[config.mk]
export PLATFORM = sky130hd
export DESIGN_NAME = npg_channel_scheduler
export DESIGN_NICKNAME = d
export VERILOG_FILES = /design/src/rtl/npg_pkg.sv /design/src/rtl/npg_rr_arbiter.sv /design/src/rtl/npg_channel_scheduler.sv
export SDC_FILE = /design/constraint.sdc
export NUM_CORES = 1
export LEC_CHECK = 0
export ABC_AREA = 1
export BUFFER_PORTS_ARGS = -buffer_cell sky130_fd_sc_hd__buf_2
export CAP_MARGIN = 0
export CORE_AREA = 2 2 100 102
export DETAILED_ROUTE_END_ITERATION = 7
export DIE_AREA = 0 0 102 104
export GPL_TIMING_DRIVEN = 0
export MAX_ROUTING_LAYER = met4
export PLACE_DENSITY = 0.59
export SETUP_SLACK_MARGIN = 0.3
export SYNTH_ARGS = -nofsm -noshare
export SYNTH_HDL_FRONTEND = slang
export SYNTH_SLANG_ARGS = --single-unit
[constraint.sdc]
create_clock -name clk -period 2.88 [get_ports clk]
set_clock_uncertainty 0.1 [all_clocks]
set_input_delay 0 -clock clk [delete_from_list [all_inputs] [get_ports clk]]
set_output_delay 0 -clock clk [all_outputs]
set_load 0.05 [all_outputs]
[src/rtl/npg_pkg.sv]
// Shared definitions for the neurostimulator channel scheduler.
// Holds the scheduler state encoding, the per-channel configuration field
// widths and the counter widths used by npg_channel_scheduler and
// npg_rr_arbiter. No ports.
package npg_pkg;

    localparam int unsigned ELEC_W = 4;   // electrode switch mask
    localparam int unsigned AMP_W  = 6;   // amplitude code
    localparam int unsigned PH_W   = 3;   // phase duration code
    localparam int unsigned CH_W   = 3;   // channel index (up to 8 channels)
    localparam int unsigned WDOG_W = 10;  // completion watchdog
    localparam int unsigned GAP_W  = 4;   // inter-pulse gap counter

    typedef enum logic [1:0] {
        StIdle,
        StStart,
        StWait,
        StGap
    } state_t;

endpackage

[src/rtl/npg_rr_arbiter.sv]
// Combinational round-robin picker.
// Ports:
//   pending     in  N_CH  channels requesting service
//   rr_ptr      in  CH_W  index of the most recently granted channel
//   grant_valid out 1     at least one channel pending
//   grant_idx   out CH_W  winner: first pending index after rr_ptr, wrapping
module npg_rr_arbiter
    import npg_pkg::*;
#(
    parameter int unsigned N_CH = 4
) (
    input  logic [N_CH-1:0] pending,
    input  logic [CH_W-1:0] rr_ptr,
    output logic            grant_valid,
    output logic [CH_W-1:0] grant_idx
);

    logic [N_CH-1:0] mask;
    logic [N_CH-1:0] masked;

    // Channels above rr_ptr get first pick; if none of them are pending the
    // search wraps to the lowest pending index overall.
    always_comb begin
        mask = '0;
        for (int i = 0; i < N_CH; i++) begin
            mask[i] = (CH_W'(i) > rr_ptr);
        end
        masked    = pending & mask;
        grant_idx = '0;
        if (masked != '0) begin
            for (int i = N_CH - 1; i >= 0; i--) begin
                if (masked[i]) grant_idx = CH_W'(i);
            end
        end else begin
            for (int i = N_CH - 1; i >= 0; i--) begin
                if (pending[i]) grant_idx = CH_W'(i);
            end
        end
    end

    assign grant_valid = |pending;

endmodule

[src/rtl/npg_channel_scheduler.sv]
// Shares one biphasic pulse engine among N_CH stimulation channels.
// Per-channel one-cycle requests are queued (one per channel), granted
// round-robin, and the winner's configuration is snapshotted onto out_*
// before the engine is started. A watchdog aborts a pulse whose done strobe
// never arrives, and a fixed idle gap separates consecutive pulses.
// Ports:
//   clk, resetn                  clock, asynchronous active-low reset
//   enable, ch_enable            global / per-channel enables
//   pulse_req                    one-cycle request per channel
//   cfg_electrode1/2, cfg_amplitude, cfg_phase   packed per-channel config
//   pulse_done                   engine completion strobe
//   clear_flags                  clears overrun and timeout_err
//   pulse_start                  one-cycle engine start strobe
//   out_electrode1/2, out_amplitude, out_phase   latched granted config
//   active_ch                    granted channel index
//   busy                         high outside IDLE
//   overrun, timeout_err         sticky error flags
module npg_channel_scheduler
    import npg_pkg::*;
#(
    parameter int unsigned N_CH           = 4,
    parameter int unsigned GAP_CYCLES     = 2,
    parameter int unsigned TIMEOUT_CYCLES = 64
) (
    input  logic                     clk,
    input  logic                     resetn,
    input  logic                     enable,
    input  logic [N_CH-1:0]          ch_enable,
    input  logic [N_CH-1:0]          pulse_req,
    input  logic [ELEC_W*N_CH-1:0]   cfg_electrode1,
    input  logic [ELEC_W*N_CH-1:0]   cfg_electrode2,
    input  logic [AMP_W*N_CH-1:0]    cfg_amplitude,
    input  logic [PH_W*N_CH-1:0]     cfg_phase,
    input  logic                     pulse_done,
    input  logic                     clear_flags,
    output logic                     pulse_start,
    output logic [ELEC_W-1:0]        out_electrode1,
    output logic [ELEC_W-1:0]        out_electrode2,
    output logic [AMP_W-1:0]         out_amplitude,
    output logic [PH_W-1:0]          out_phase,
    output logic [CH_W-1:0]          active_ch,
    output logic                     busy,
    output logic [N_CH-1:0]          overrun,
    output logic                     timeout_err
);

    state_t              state_q;
    logic [N_CH-1:0]     pending_q, pending_d;
    logic [N_CH-1:0]     overrun_q;
    logic [CH_W-1:0]     rr_ptr_q;
    logic [WDOG_W-1:0]   wdog_q;
    logic [GAP_W-1:0]    gap_q;
    logic                timeout_q;
    logic                pulse_start_q;
    logic                busy_q;
    logic [ELEC_W-1:0]   e1_q, e2_q;
    logic [AMP_W-1:0]    amp_q;
    logic [PH_W-1:0]     ph_q;
    logic [CH_W-1:0]     active_q;

    logic                grant_valid;
    logic [CH_W-1:0]     grant_idx;
    logic                take;
    logic [N_CH-1:0]     grant_oh;
    logic [N_CH-1:0]     req_ok;
    logic [N_CH-1:0]     overrun_set;
    logic [ELEC_W-1:0]   sel_e1, sel_e2;
    logic [AMP_W-1:0]    sel_amp;
    logic [PH_W-1:0]     sel_ph;

    npg_rr_arbiter #(
        .N_CH (N_CH)
    ) u_arb (
        .pending     (pending_q),
        .rr_ptr      (rr_ptr_q),
        .grant_valid (grant_valid),
        .grant_idx   (grant_idx)
    );

    assign take   = enable && (state_q == StIdle) && grant_valid;
    assign req_ok = pulse_req & ch_enable & {N_CH{enable}};

    always_comb begin
        grant_oh = '0;
        sel_e1   = '0;
        sel_e2   = '0;
        sel_amp  = '0;
        sel_ph   = '0;
        for (int i = 0; i < N_CH; i++) begin
            if (grant_idx == CH_W'(i)) begin
                grant_oh[i] = take;
                sel_e1      = cfg_electrode1[i*ELEC_W +: ELEC_W];
                sel_e2      = cfg_electrode2[i*ELEC_W +: ELEC_W];
                sel_amp     = cfg_amplitude[i*AMP_W +: AMP_W];
                sel_ph      = cfg_phase[i*PH_W +: PH_W];
            end
        end
    end

    // A new request re-arms the bit even if it is being granted this cycle;
    // a disabled channel (or global disable) drops whatever it had queued.
    assign pending_d   = req_ok | (pending_q & ~grant_oh & ch_enable & {N_CH{enable}});
    assign overrun_set = req_ok & pending_q & ~grant_oh;

    always_ff @(posedge clk or negedge resetn) begin
        if (!resetn) begin
            state_q       <= StIdle;
            pending_q     <= '0;
            overrun_q     <= '0;
            rr_ptr_q      <= CH_W'(N_CH - 1);
            wdog_q        <= '0;
            gap_q         <= '0;
            timeout_q     <= 1'b0;
            pulse_start_q <= 1'b0;
            busy_q        <= 1'b0;
            e1_q          <= '0;
            e2_q          <= '0;
            amp_q         <= '0;
            ph_q          <= '0;
            active_q      <= '0;
        end else begin
            pending_q     <= pending_d;
            overrun_q     <= (overrun_q & ~{N_CH{clear_flags}}) | overrun_set;
            pulse_start_q <= 1'b0;
            if (clear_flags) timeout_q <= 1'b0;

            if (!enable) begin
                state_q  <= StIdle;
                busy_q   <= 1'b0;
                e1_q     <= '0;
                e2_q     <= '0;
                amp_q    <= '0;
                ph_q     <= '0;
                active_q <= '0;
            end else begin
                unique case (state_q)
                    StIdle: begin
                        if (grant_valid) begin
                            e1_q          <= sel_e1;
                            e2_q          <= sel_e2;
                            amp_q         <= sel_amp;
                            ph_q          <= sel_ph;
                            active_q      <= grant_idx;
                            rr_ptr_q      <= grant_idx;
                            pulse_start_q <= 1'b1;
                            busy_q        <= 1'b1;
                            state_q       <= StStart;
                        end
                    end
                    StStart: begin
                        wdog_q  <= WDOG_W'(TIMEOUT_CYCLES);
                        state_q <= StWait;
                    end
                    StWait: begin
                        if (pulse_done) begin
                            gap_q   <= GAP_W'(GAP_CYCLES);
                            state_q <= StGap;
                        end else if (wdog_q == WDOG_W'(1)) begin
                            // Counter would reach zero this edge: abort.
                            timeout_q <= 1'b1;
                            gap_q     <= GAP_W'(GAP_CYCLES);
                            state_q   <= StGap;
                        end else begin
                            wdog_q <= wdog_q - WDOG_W'(1);
                        end
                    end
                    StGap: begin
                        if (gap_q == GAP_W'(1)) begin
                            busy_q  <= 1'b0;
                            state_q <= StIdle;
                        end else begin
                            gap_q <= gap_q - GAP_W'(1);
                        end
                    end
                    default: begin
                        busy_q  <= 1'b0;
                        state_q <= StIdle;
                    end
                endcase
            end
        end
    end

    assign pulse_start    = pulse_start_q;
    assign busy           = busy_q;
    assign out_electrode1 = e1_q;
    assign out_electrode2 = e2_q;
    assign out_amplitude  = amp_q;
    assign out_phase      = ph_q;
    assign active_ch      = active_q;
    assign overrun        = overrun_q;
    assign timeout_err    = timeout_q;

endmodule

==> summary.txt, run 1 <==
Outcome
  – Status: finished clean

Worst setup path
  – CP cell instances: inv_1 > ha_1 > nand2_1 > nor2_4 > buf_6 > nand4_1 > nand3_1 > o21ai_0 > dlygate4sd3_1
  – CP peak stage delay: 560 ps
  – WP data required: between 2000 and 3000 ps
  – Bufs and invs on worst path: 3
  – Worst setup SP type: register
  – Max Fanout on Critical Path: 10
  – WP data arrival: roughly 2500 ps
  – Crit Path Category: register to register
  – FF-to-FF path depth: 9
  – Critical R2R Launch: state_q[0]$_DFFE_PN0P_
  – FF-to-FF setup slack: 510 ps
  – R2R Path End: pending_q[0]$_DFF_PN0_
  – Critical Path Sink: pending_q[0]$_DFF_PN0_
  – Worst path top cell family by delay: buffers and inverters
  – CP startpoint: state_q[0]$_DFFE_PN0P_
  – Critical path endpoint category: register
  – Total number of cells along the worst setup path: 9
  – Slowest cell on the critical path: dlygate4sd3_1

Global route
  – Initial antenna violation count: 0
  – Vias in the first global route: 3645
  – Pin count of the biggest net entering global routing: 49
  – First-pass GRT wire length: 16.62 mm
  – Grt ovf: 0
  – GRT Overall Usage: 19.82%

Placed design
  – Port Buffers: 106
  – Routability Congestion: 0.8943
  – Pre-CTS WS: 848.0 ps
  – Placed insts: 696
  – DP HPWL: 7.028 mm
  – Dpl cell area: 3926 sq um

Clock tree
  – Worst-path clk slew: 100 ps
  – CTS Buf Count: 5
  – Clk sinks: 48
  – H-Tree Depth: 2
  – Post-CTS Setup Bufs: 0
  – Clock Latency Late Sink: 310 ps
  – CTS root buffer: clkbuf_8
  – CTS tree: yes
  – Longest Clk Path Bufs: 2

Floorplan
  – CORE AREA: 9549 sq um
  – Initial core utilization: 33.82%
  – # IOs: 108
  – Die Ht: 104 um
  – Width of the die: 102 um
  – Num rows: 36
  – Full die area: between 10000 and 15000 sq um

Timing
  – Fin. max-slew vios: 0
  – Worst-margin pin slew: 1094 ps
  – Min Clock Period, post-route: about 2400 ps
  – Post-route clock period utilization: between 80% and 90%
  – RSZ-0062 raised after global routing: true
  – Fmax: 0.4214 GHz
  – Relative slew slack: 27.04%
  – Final setup viols: 0
  – Final Worst Setup Slack: 507.1 ps
  – Setup TNS Final: 0 ps
  – Hold Fails Final Rpt: 0

Synth
  – Synth top cells by count: nand2_1, inv_1, nor2_1
  – Seq/Total Area, Yosys: 37.27%
  – Largest area contributor in the netlist: dfrtp_1
  – EDFF count, synth: 0
  – Asr flop ratio synth: 100.0%
  – Synth Warn #: 0
  – Most frequent cell after synthesis: nand2_1
  – Library cells used by synthesis: 36
  – Number of synthesized register bits: 48
  – Main synth FF type: dfrtp_1
  – Synthesized cell area: 3229 sq um
  – Top post-synthesis cells by area: dfrtp_1, nand2_1, inv_1
  – Cells after synthesis: roughly 460
  – Top-area cell type share of the netlist area: 35.65%
  – Synthesized net count: approximately 550
  – Mapped Avg Cell Area: 7.066 sq um

Drt
  – DR DRC count: 0
  – Post-DR wirelength/cell: between 10 and 15 um
  – Detail Route Antenna Nets: 0
  – DR vias: 3595
  – Final WL: 9.847 mm
  – Detailed Routing Iterations Pass 1: 5
  – Routed vias/inst: roughly 4.7
  – Drt initial violations: between 100 and 150

Pwr
  – Overall power: 3.335 mW
  – PD cells: ~700 nW/um^2
  – Leak Pwr: 2.541 nW
  – Max VDD drop: 302.4 uV

Finish
  – Nets: around 700
  – Layout cell share with drive strength beyond 1: about a quarter
  – Finished Layout Cells: 764
  – Post-route cell area: around 4700 sq um
  – Antenna cells: 0
  – Synth-to-Final Area Change: 45.53%

Min path
  – HP Class: primary input to register
  – Hold_sp: enable

Job
  – Max Cap Violations: 0
==> metal layers <==
| metal | vias to the layer above | track usage [%] | share of wire (%) |
|---|---|---|---|
| met2 | 100 | 32.61 | 49 |
| met3 | 21 | 2.352 | 4.6 |
| met1 | 1668 | 24.83 | 44 |
| li1 | 1806 | - | - |
| met4 | 0 | 7.333 | 2.2 |
| met5 | - | - | 0 |
==> cell families after synthesis <==
| kind of cell | count (synthesis) | synth area share [%] |
|---|---|---|
| AOI/OAI and AO/OA | 45 | 8.253 |
| buffers and inverters | 83 | 11.62 |
| adders and majority gates | 8 | 3.100 |
| other | 1 | 0.1161 |
| xor gates and xnor gates | 7 | 1.899 |
| DFF | 48 | 37.27 |
| and+or+nand+nor | 265 | 37.74 |
==> registers in the layout, indices dropped and copies added (netlist names), 3 cells and up <==
name,flops
out_electrode2,4
out_amplitude,6
out_phase,3
wdog_q,10
out_electrode1,4
pending_q,4
gap_q,4
overrun,4
==> final cells by class <==
class,instances,area [sq um]
buffer,18,145.1
sequential,48,1204
tap,133,166.4
timing repair buffer,166,1131
fill,988,4850
clock buffer,5,68.82
multi-input combinational,326,1668
inverter,65,247.7
clock inverter,3,68.82
==> what timing repair did <==
item	4_1_cts	5_1_grt
hold endpoints to repair	72	0
setup endpoints to repair	0	17
hold buffers	60	0
gates resized for setup	0	12
==> metrics by stage <==
step	hold slack (ps)	util (%)
global placement	169.1	41.12
finish	49.12	49.21
detailed placement	168.1	41.12
global route	69.88	49.21
floorplan	-395.6	-
CTS	36.16	48.85
==> cells in the final DEF (no fill, tap or decap), drive strengths merged, types with 2 or more instances in the layout <==
cell type    count
clkbuf           7
dfrtp           46
nor2            50
buf            122
nand3           45
xnor2            4
nand4           27
a21oi            7
ha               8
inv             65
xor2             3
o21ai           27
o31ai            7
dfstp            2
bufinv           2
dlygate4sd3     60
nand2          139
==> worst register-to-register path, stage by stage, from the launching register on <==
cell and delay, ps:
dfrtp_1 440, inv_1 120, ha_1 200, nand2_1 110, nor2_4 170, buf_6 190
nand4_1 180, nand3_1 120, o21ai_0 70, dlygate4sd3_1 560
==> worst min path at each step <==
stage,slack (ps),to,depth (start not counted)
after floorplan,-400,active_ch[0]$_DFFE_PN0P_,0
after global placement,170,gap_q[2]$_DFFE_PN0P_,1
after detailed placement,170,pending_q[1]$_DFF_PN0_,3
after CTS,40,wdog_q[3]$_DFFE_PN0P_,4
after global routing,70,wdog_q[3]$_DFFE_PN0P_,4
final,50,wdog_q[3]$_DFFE_PN0P_,4
==> where the power goes <==
group | switching (mW) | leakage [nW] | total [mW] | internal [mW]
Combinational | 1.11 | 1.84 | 1.74 | 0.627
Sequential | 0.140 | 0.637 | 0.996 | 0.856
Clock | 0.253 | 0.0687 | 0.602 | 0.350
Power figures use the tool's default switching activity.
==> inputs of run 2 (changes only) <==
==> constraint.sdc (replaced) <==
create_clock -name clk -period 2.4 [get_ports clk]
set_clock_uncertainty 0.1 [all_clocks]
set_input_delay 0 -clock clk [delete_from_list [all_inputs] [get_ports clk]]
set_output_delay 0 -clock clk [all_outputs]
set_load 0.05 [all_outputs]
==> summary.txt, run 2 (synthesis gave the netlist of run 1 again) <==
Outcome
  – Status: finished clean

Global route
  – GRT Overall Usage: 20.44%
  – Grt ovf: 0
  – Vias in the first global route: 3805
  – Pin count of the biggest net entering global routing: 49
  – Initial antenna violation count: 0
  – First-pass GRT wire length: 17.10 mm

Worst setup path
  – Worst path top cell family by delay: simple AND/OR/NAND/NOR gates
  – CP peak stage delay: 430 ps
  – Most used cell, CP: nand2_2
  – WP data required: 2540 ps
  – Bufs and invs on worst path: 3
  – CP cell instances: inv_1 > ha_2 > inv_2 > or2_4 > o21ai_4 > nand2_4 > clkinv_2 > nand2_2 > nand2_2 > nand2_1 > o21ai_1
  – Critical path endpoint category: register
  – FF-to-FF setup slack: roughly 440 ps
  – Worst setup SP type: register
  – Slowest cell on the critical path: dfrtp_1
  – Max Fanout on Critical Path: 8
  – Total number of cells along the worst setup path: 11
  – Crit Path Category: register to register
  – WP data arrival: 2100 ps
  – FF-to-FF path depth: 11

Finish
  – Layout cell share with drive strength beyond 1: around 25%
  – Largest Register: wdog_q
  – Most common cell after layout, fill and taps aside: nand2_1
  – Antenna cells: 0
  – Post-route cell area: 4817 sq um
  – Final Core Density: 50.45%
  – Nets: roughly 730
  – Synth-to-Final Area Change: 49.17%
  – Max reg flops: 10
  – Commonest cells after routing, fill and taps aside: nand2_1, buf_2, dlygate4sd3_1
  – Filler cells: 962

Timing
  – Min Clock Period, post-route: 1963 ps
  – Setup TNS Final: 0 ps
  – Fin Hold WS: between 10 and 15 ps
  – Fmax: just over 0.5 GHz
  – Worst-margin pin slew: roughly 1100 ps
  – Hold Fails Final Rpt: 0
  – Post-route clock period utilization: about four fifths
  – Relative slew slack: around 27%
  – RSZ-0062 raised after global routing: true
  – Final setup viols: 0
  – Fin. max-slew vios: 0

Clock tree
  – Clock Latency Late Sink: 310 ps
  – CTS tree: yes
  – H-Tree Depth: 2
  – CTS root buffer: clkbuf_8
  – Longest Clk Path Bufs: 2
  – Post-CTS Setup Bufs: 0
  – Clk sinks: 48
  – CTS Buf Count: 5
  – Worst-path clk slew: ~100 ps

Drt
  – DR DRC count: 0
  – Routed vias/inst: 4.703
  – Drt initial violations: approximately 130
  – Detail Route Antenna Nets: 0
  – Detailed Routing Iterations Pass 1: 6
  – Post-DR wirelength/cell: 13.12 um
  – Final WL: ~10 mm
  – DR vias: 3664

Floorplan
  – CORE AREA: 9549 sq um
  – Initial core utilization: 33.82%
  – Num rows: 36
  – # IOs: between 100 and 150
  – Die Ht: between 100 and 150 um
  – Full die area: 10610 sq um
  – Width of the die: 102 um

Job
  – Max Cap Violations: 0

Pwr
  – PD cells: 810.9 nW/um^2
  – Overall power: 3.906 mW
  – Max VDD drop: 360.3 uV
  – Leak Pwr: 2.586 nW

Placed design
  – Port Buffers: 106
  – DP HPWL: 7.028 mm
  – Routability Congestion: 0.8943
  – Dpl cell area: around 3900 sq um

Min path
  – HP Class: primary input to register
  – Hold path depth: 5
run 2: layout make-up:
cell class                      count  area (sq um)  share of cell area (%)
Multi-Input combinational cell    326          1653                   34.31
Buffer                             18         127.6                   2.649
Tap cell                          133         166.4                   3.455
Clock inverter                      3         68.82                   1.429
Clock buffer                        5         68.82                   1.429
Timing Repair Buffer              181          1281                   26.60
Inverter                           65         247.7                   5.143
Sequential cell                    48          1204                   24.99
run 2: final timing paths:
path                                                 endpoint                     startpoint
worst max-delay path                   state_q[1]$_DFFE_PN0P_         state_q[0]$_DFFE_PN0P_
worst min-delay path                 out_phase[0]$_DFFE_PN0P_                   cfg_phase[0]
worst max register to register         state_q[1]$_DFFE_PN0P_         state_q[0]$_DFFE_PN0P_
worst min register to register  out_electrode1[1]$_DFFE_PN0P_  out_electrode1[1]$_DFFE_PN0P_
max in group asynchronous       out_electrode2[0]$_DFFE_PN0P_                         resetn
min in group asynchronous                gap_q[3]$_DFFE_PN0P_                         resetn
run 2: worst register-to-register path: cells and delay by family, from the launching register on:
family                   cells  cell delay [ps]
buffers and inverters        3              320
flip-flops                   1              430
AO/OA/AOI/OAI                2              210
adder cells (fa/ha/maj)      1              270
AND/OR/NAND/NOR              5              570
run 2: metal layers:
| layer | vias up | share of wire, % | track usage, % |
|---|---|---|---|
| met4 | 0 | 4.0 | 10.10 |
| li1 | 1833 | - | - |
| met2 | 134 | 47 | 33.41 |
| met1 | 1655 | 44 | 24.48 |
| met3 | 42 | 4.3 | 2.755 |
| met5 | - | 0 | - |
run 2: power by group:
part | switching [mW] | internal [mW] | total (mW)
Clock | 0.301 | 0.420 | 0.720
Combinational | 1.32 | 0.679 | 1.99
Sequential | 0.164 | 1.03 | 1.19
Total | 1.78 | 2.13 | 3.91
run 2: what timing repair did:
action	CTS	global route
hold buffers	75	0
endpoints found under the setup margin	0	10
resized for setup	0	1
endpoints found under the hold margin	72	0
run 2: through the flow:
| stage | std cells | worst slack, ps |
|---|---|---|
| global route | 779 | 286.8 |
| global placement | 696 | 416.6 |
| detailed placement | 696 | 368.0 |
| floorplan | 457 | 637.5 |
| finish | 779 | 437.3 |
| CTS | 779 | 342.6 |
==> inputs of run 3 (changes only) <==
==> constraint.sdc (replaced) <==
create_clock -name clk -period 2 [get_ports clk]
set_clock_uncertainty 0.1 [all_clocks]
set_input_delay 0 -clock clk [delete_from_list [all_inputs] [get_ports clk]]
set_output_delay 0 -clock clk [all_outputs]
set_load 0.05 [all_outputs]
==> summary.txt, run 3 (synthesis gave the netlist of run 1 again) <==
Pwr
  – Comb power frac: 58.2%
  – Overall power: 4.998 mW
  – Psw: about 2.4 mW
  – Max VDD drop: 429.4 uV
  – Leak Pwr: 2.766 nW
  – Clock power share: between 10% and 20%
  – Seq pwr share: roughly 29%
  – Pint: 2.641 mW
  – PD cells: 948.6 nW/um^2
  – Sw frac: 47.17%

Min path
  – HP Class: primary input to register
  – Hold path depth: 5
  – Hold_sp: cfg_amplitude[3]

Global route
  – First-pass GRT wire length: about 17 mm
  – Grt ovf: 0
  – Initial antenna violation count: 0
  – Vias in the first global route: 3735
  – GRT Overall Usage: between 20% and 30%
  – Pin count of the biggest net entering global routing: just under 50

Worst setup path
  – R2R Path End: wdog_q[7]$_DFFE_PN0P_
  – Critical Path Sink: wdog_q[7]$_DFFE_PN0P_
  – FF-to-FF path depth: 8
  – WP data arrival: 1870 ps
  – Slowest cell on the critical path: dfrtp_1
  – CP cell instances: inv_2 > ha_4 > inv_6 > or2_4 > o21ai_4 > nand2_4 > buf_6 > o31ai_2
  – Critical path endpoint category: register
  – WP data required: 2120 ps
  – Worst setup SP type: register
  – FF-to-FF setup slack: roughly 250 ps
  – CP startpoint: state_q[0]$_DFFE_PN0P_
  – Critical R2R Launch: state_q[0]$_DFFE_PN0P_
  – CP peak stage delay: 400 ps
  – Crit Path Category: register to register
  – Max Fanout on Critical Path: 7

Floorplan
  – Full die area: 10610 sq um
  – Die Ht: 104 um
  – Num rows: 36
  – # IOs: 108
  – Width of the die: 102 um
  – Initial core utilization: 33.82%
  – CORE AREA: between 9000 and 10000 sq um

Timing
  – Hold Fails Final Rpt: 1
  – Fin Hold WS: -3.051 ps
  – Fin. max-slew vios: 0
  – Relative slew slack: a little over a quarter
  – Min Clock Period, post-route: ~1700 ps
  – Final setup viols: 0
  – Fmax: 0.5726 GHz
  – Post-route clock period utilization: 87.32%
  – RSZ-0062 raised after global routing: true
  – Setup TNS Final: 0 ps
  – Final Worst Setup Slack: 253.6 ps
  – Worst-margin pin slew: around 1100 ps

Clock tree
  – Clk sinks: 48
  – CTS root buffer: clkbuf_8
  – CTS Buf Count: 5
  – Longest Clk Path Bufs: 2
  – H-Tree Depth: 2
  – Clock Latency Late Sink: 310 ps
  – CTS tree: yes
  – Worst-path clk slew: 100 ps

Drt
  – Detailed Routing Iterations Pass 1: 4
  – Final WL: 10.66 mm
  – DR vias: ~3800
  – Post-DR wirelength/cell: 13.30 um
  – Drt initial violations: 143
  – Detail Route Antenna Nets: 0
  – DR DRC count: 0
  – Routed vias/inst: about 4.7

Finish
  – Nets: 756
  – Commonest cells after routing, fill and taps aside: nand2_1, buf_2, dlygate4sd3_1
  – Most common cell after layout, fill and taps aside: nand2_1
  – Max reg flops: 10
  – Synth-to-Final Area Change: 63.15%
  – Finished Layout Cells: between 800 and 900
  – Largest Register: wdog_q
  – Antenna cells: 0
  – Layout cell share with drive strength beyond 1: 34.43%

Job
  – Max Cap Violations: 0

Outcome
  – Failing checks: negative hold slack
  – Status: complete, but fails checks

Placed design
  – Pre-CTS WS: 107.4 ps
  – Port Buffers: approximately 110
  – Placed insts: 696
  – DP HPWL: 7.057 mm
  – Routability Congestion: between 0.8 and 0.9
-- run 3: cell types whose count changed in the layout (fill, tap and decap cells not counted), sizes merged --
cell	delta
buf	+22
dlygate4sd3	-2
clkbuf	+3
clkinv	+1
bufinv	-2
-- run 3: worst min-delay path by stage --
stage                                   end
6_report       out_amplitude[3]$_DFFE_PN0P_
5_1_grt        out_amplitude[4]$_DFFE_PN0P_
4_1_cts        out_amplitude[4]$_DFFE_PN0P_
3_5_place_dp         pending_q[1]$_DFF_PN0_
3_3_place_gp           gap_q[2]$_DFFE_PN0P_
2_1_floorplan      active_ch[0]$_DFFE_PN0P_
-- run 3: power by group through the flow --
| stage | Combinational [mW] | Clock [mW] | Sequential [mW] |
|---|---|---|---|
| 5_1_grt | 3.19 | 0.695 | 1.47 |
| 3_5_place_dp | 2.28 | 0 | 1.45 |
| 3_3_place_gp | 2.24 | 0 | 1.45 |
| 4_1_cts | 2.61 | 0.670 | 1.44 |
| 2_1_floorplan | 1.32 | 0 | 1.84 |
| 6_report | 2.91 | 0.649 | 1.44 |
-- run 3: stage by stage --
stage                     util [%]  area (sq um)
after floorplan                  -          3242
after global placement       41.25          3939
after detailed placement     41.25          3939
after CTS                    52.27          4991
after global routing         55.18          5269
final                        55.18          5269
-- run 3: critical path, delay by kind of cell (launching register included) --
family | cells | cell delay, ps
AOI/OAI and AO/OA | 2 | 350
adders and majority gates | 1 | 160
buffers and inverters | 3 | 260
DFF | 1 | 400
and+or+nand+nor | 2 | 370
-- run 3: area by class of cell --
class / count / area, sq um
Tap cell: 133 / 166.4
Clock buffer: 6 / 82.58
Clock inverter: 2 / 13.76
Multi-Input combinational cell: 326 / 1858
Buffer: 18 / 188.9
Sequential cell: 48 / 1207
Inverter: 65 / 261.5
Fill cell: 884 / 4280
Timing Repair Buffer: 203 / 1490
-- run 3: routing by layer --
metal  up-vias  wire length [um]  share of wire, %  track usage, %
li1       1879                 -                 -               -
met1      1728              4709                44           26.68
met2       133              5101                48           33.13
met3        33               480               4.5           2.016
met4         0               363               3.4           8.286
met5         -                 0                 0               -
-- run 3: repair_timing --
item | in CTS | in global routing
hold buffers | 73 | 0
gates resized for setup | 42 | 50
cloned | 3 | 1
hold endpoints to repair | 72 | 0
pin swaps | 21 | 22
buffers inserted | 12 | 8
endpoints found under the setup margin | 43 | 43
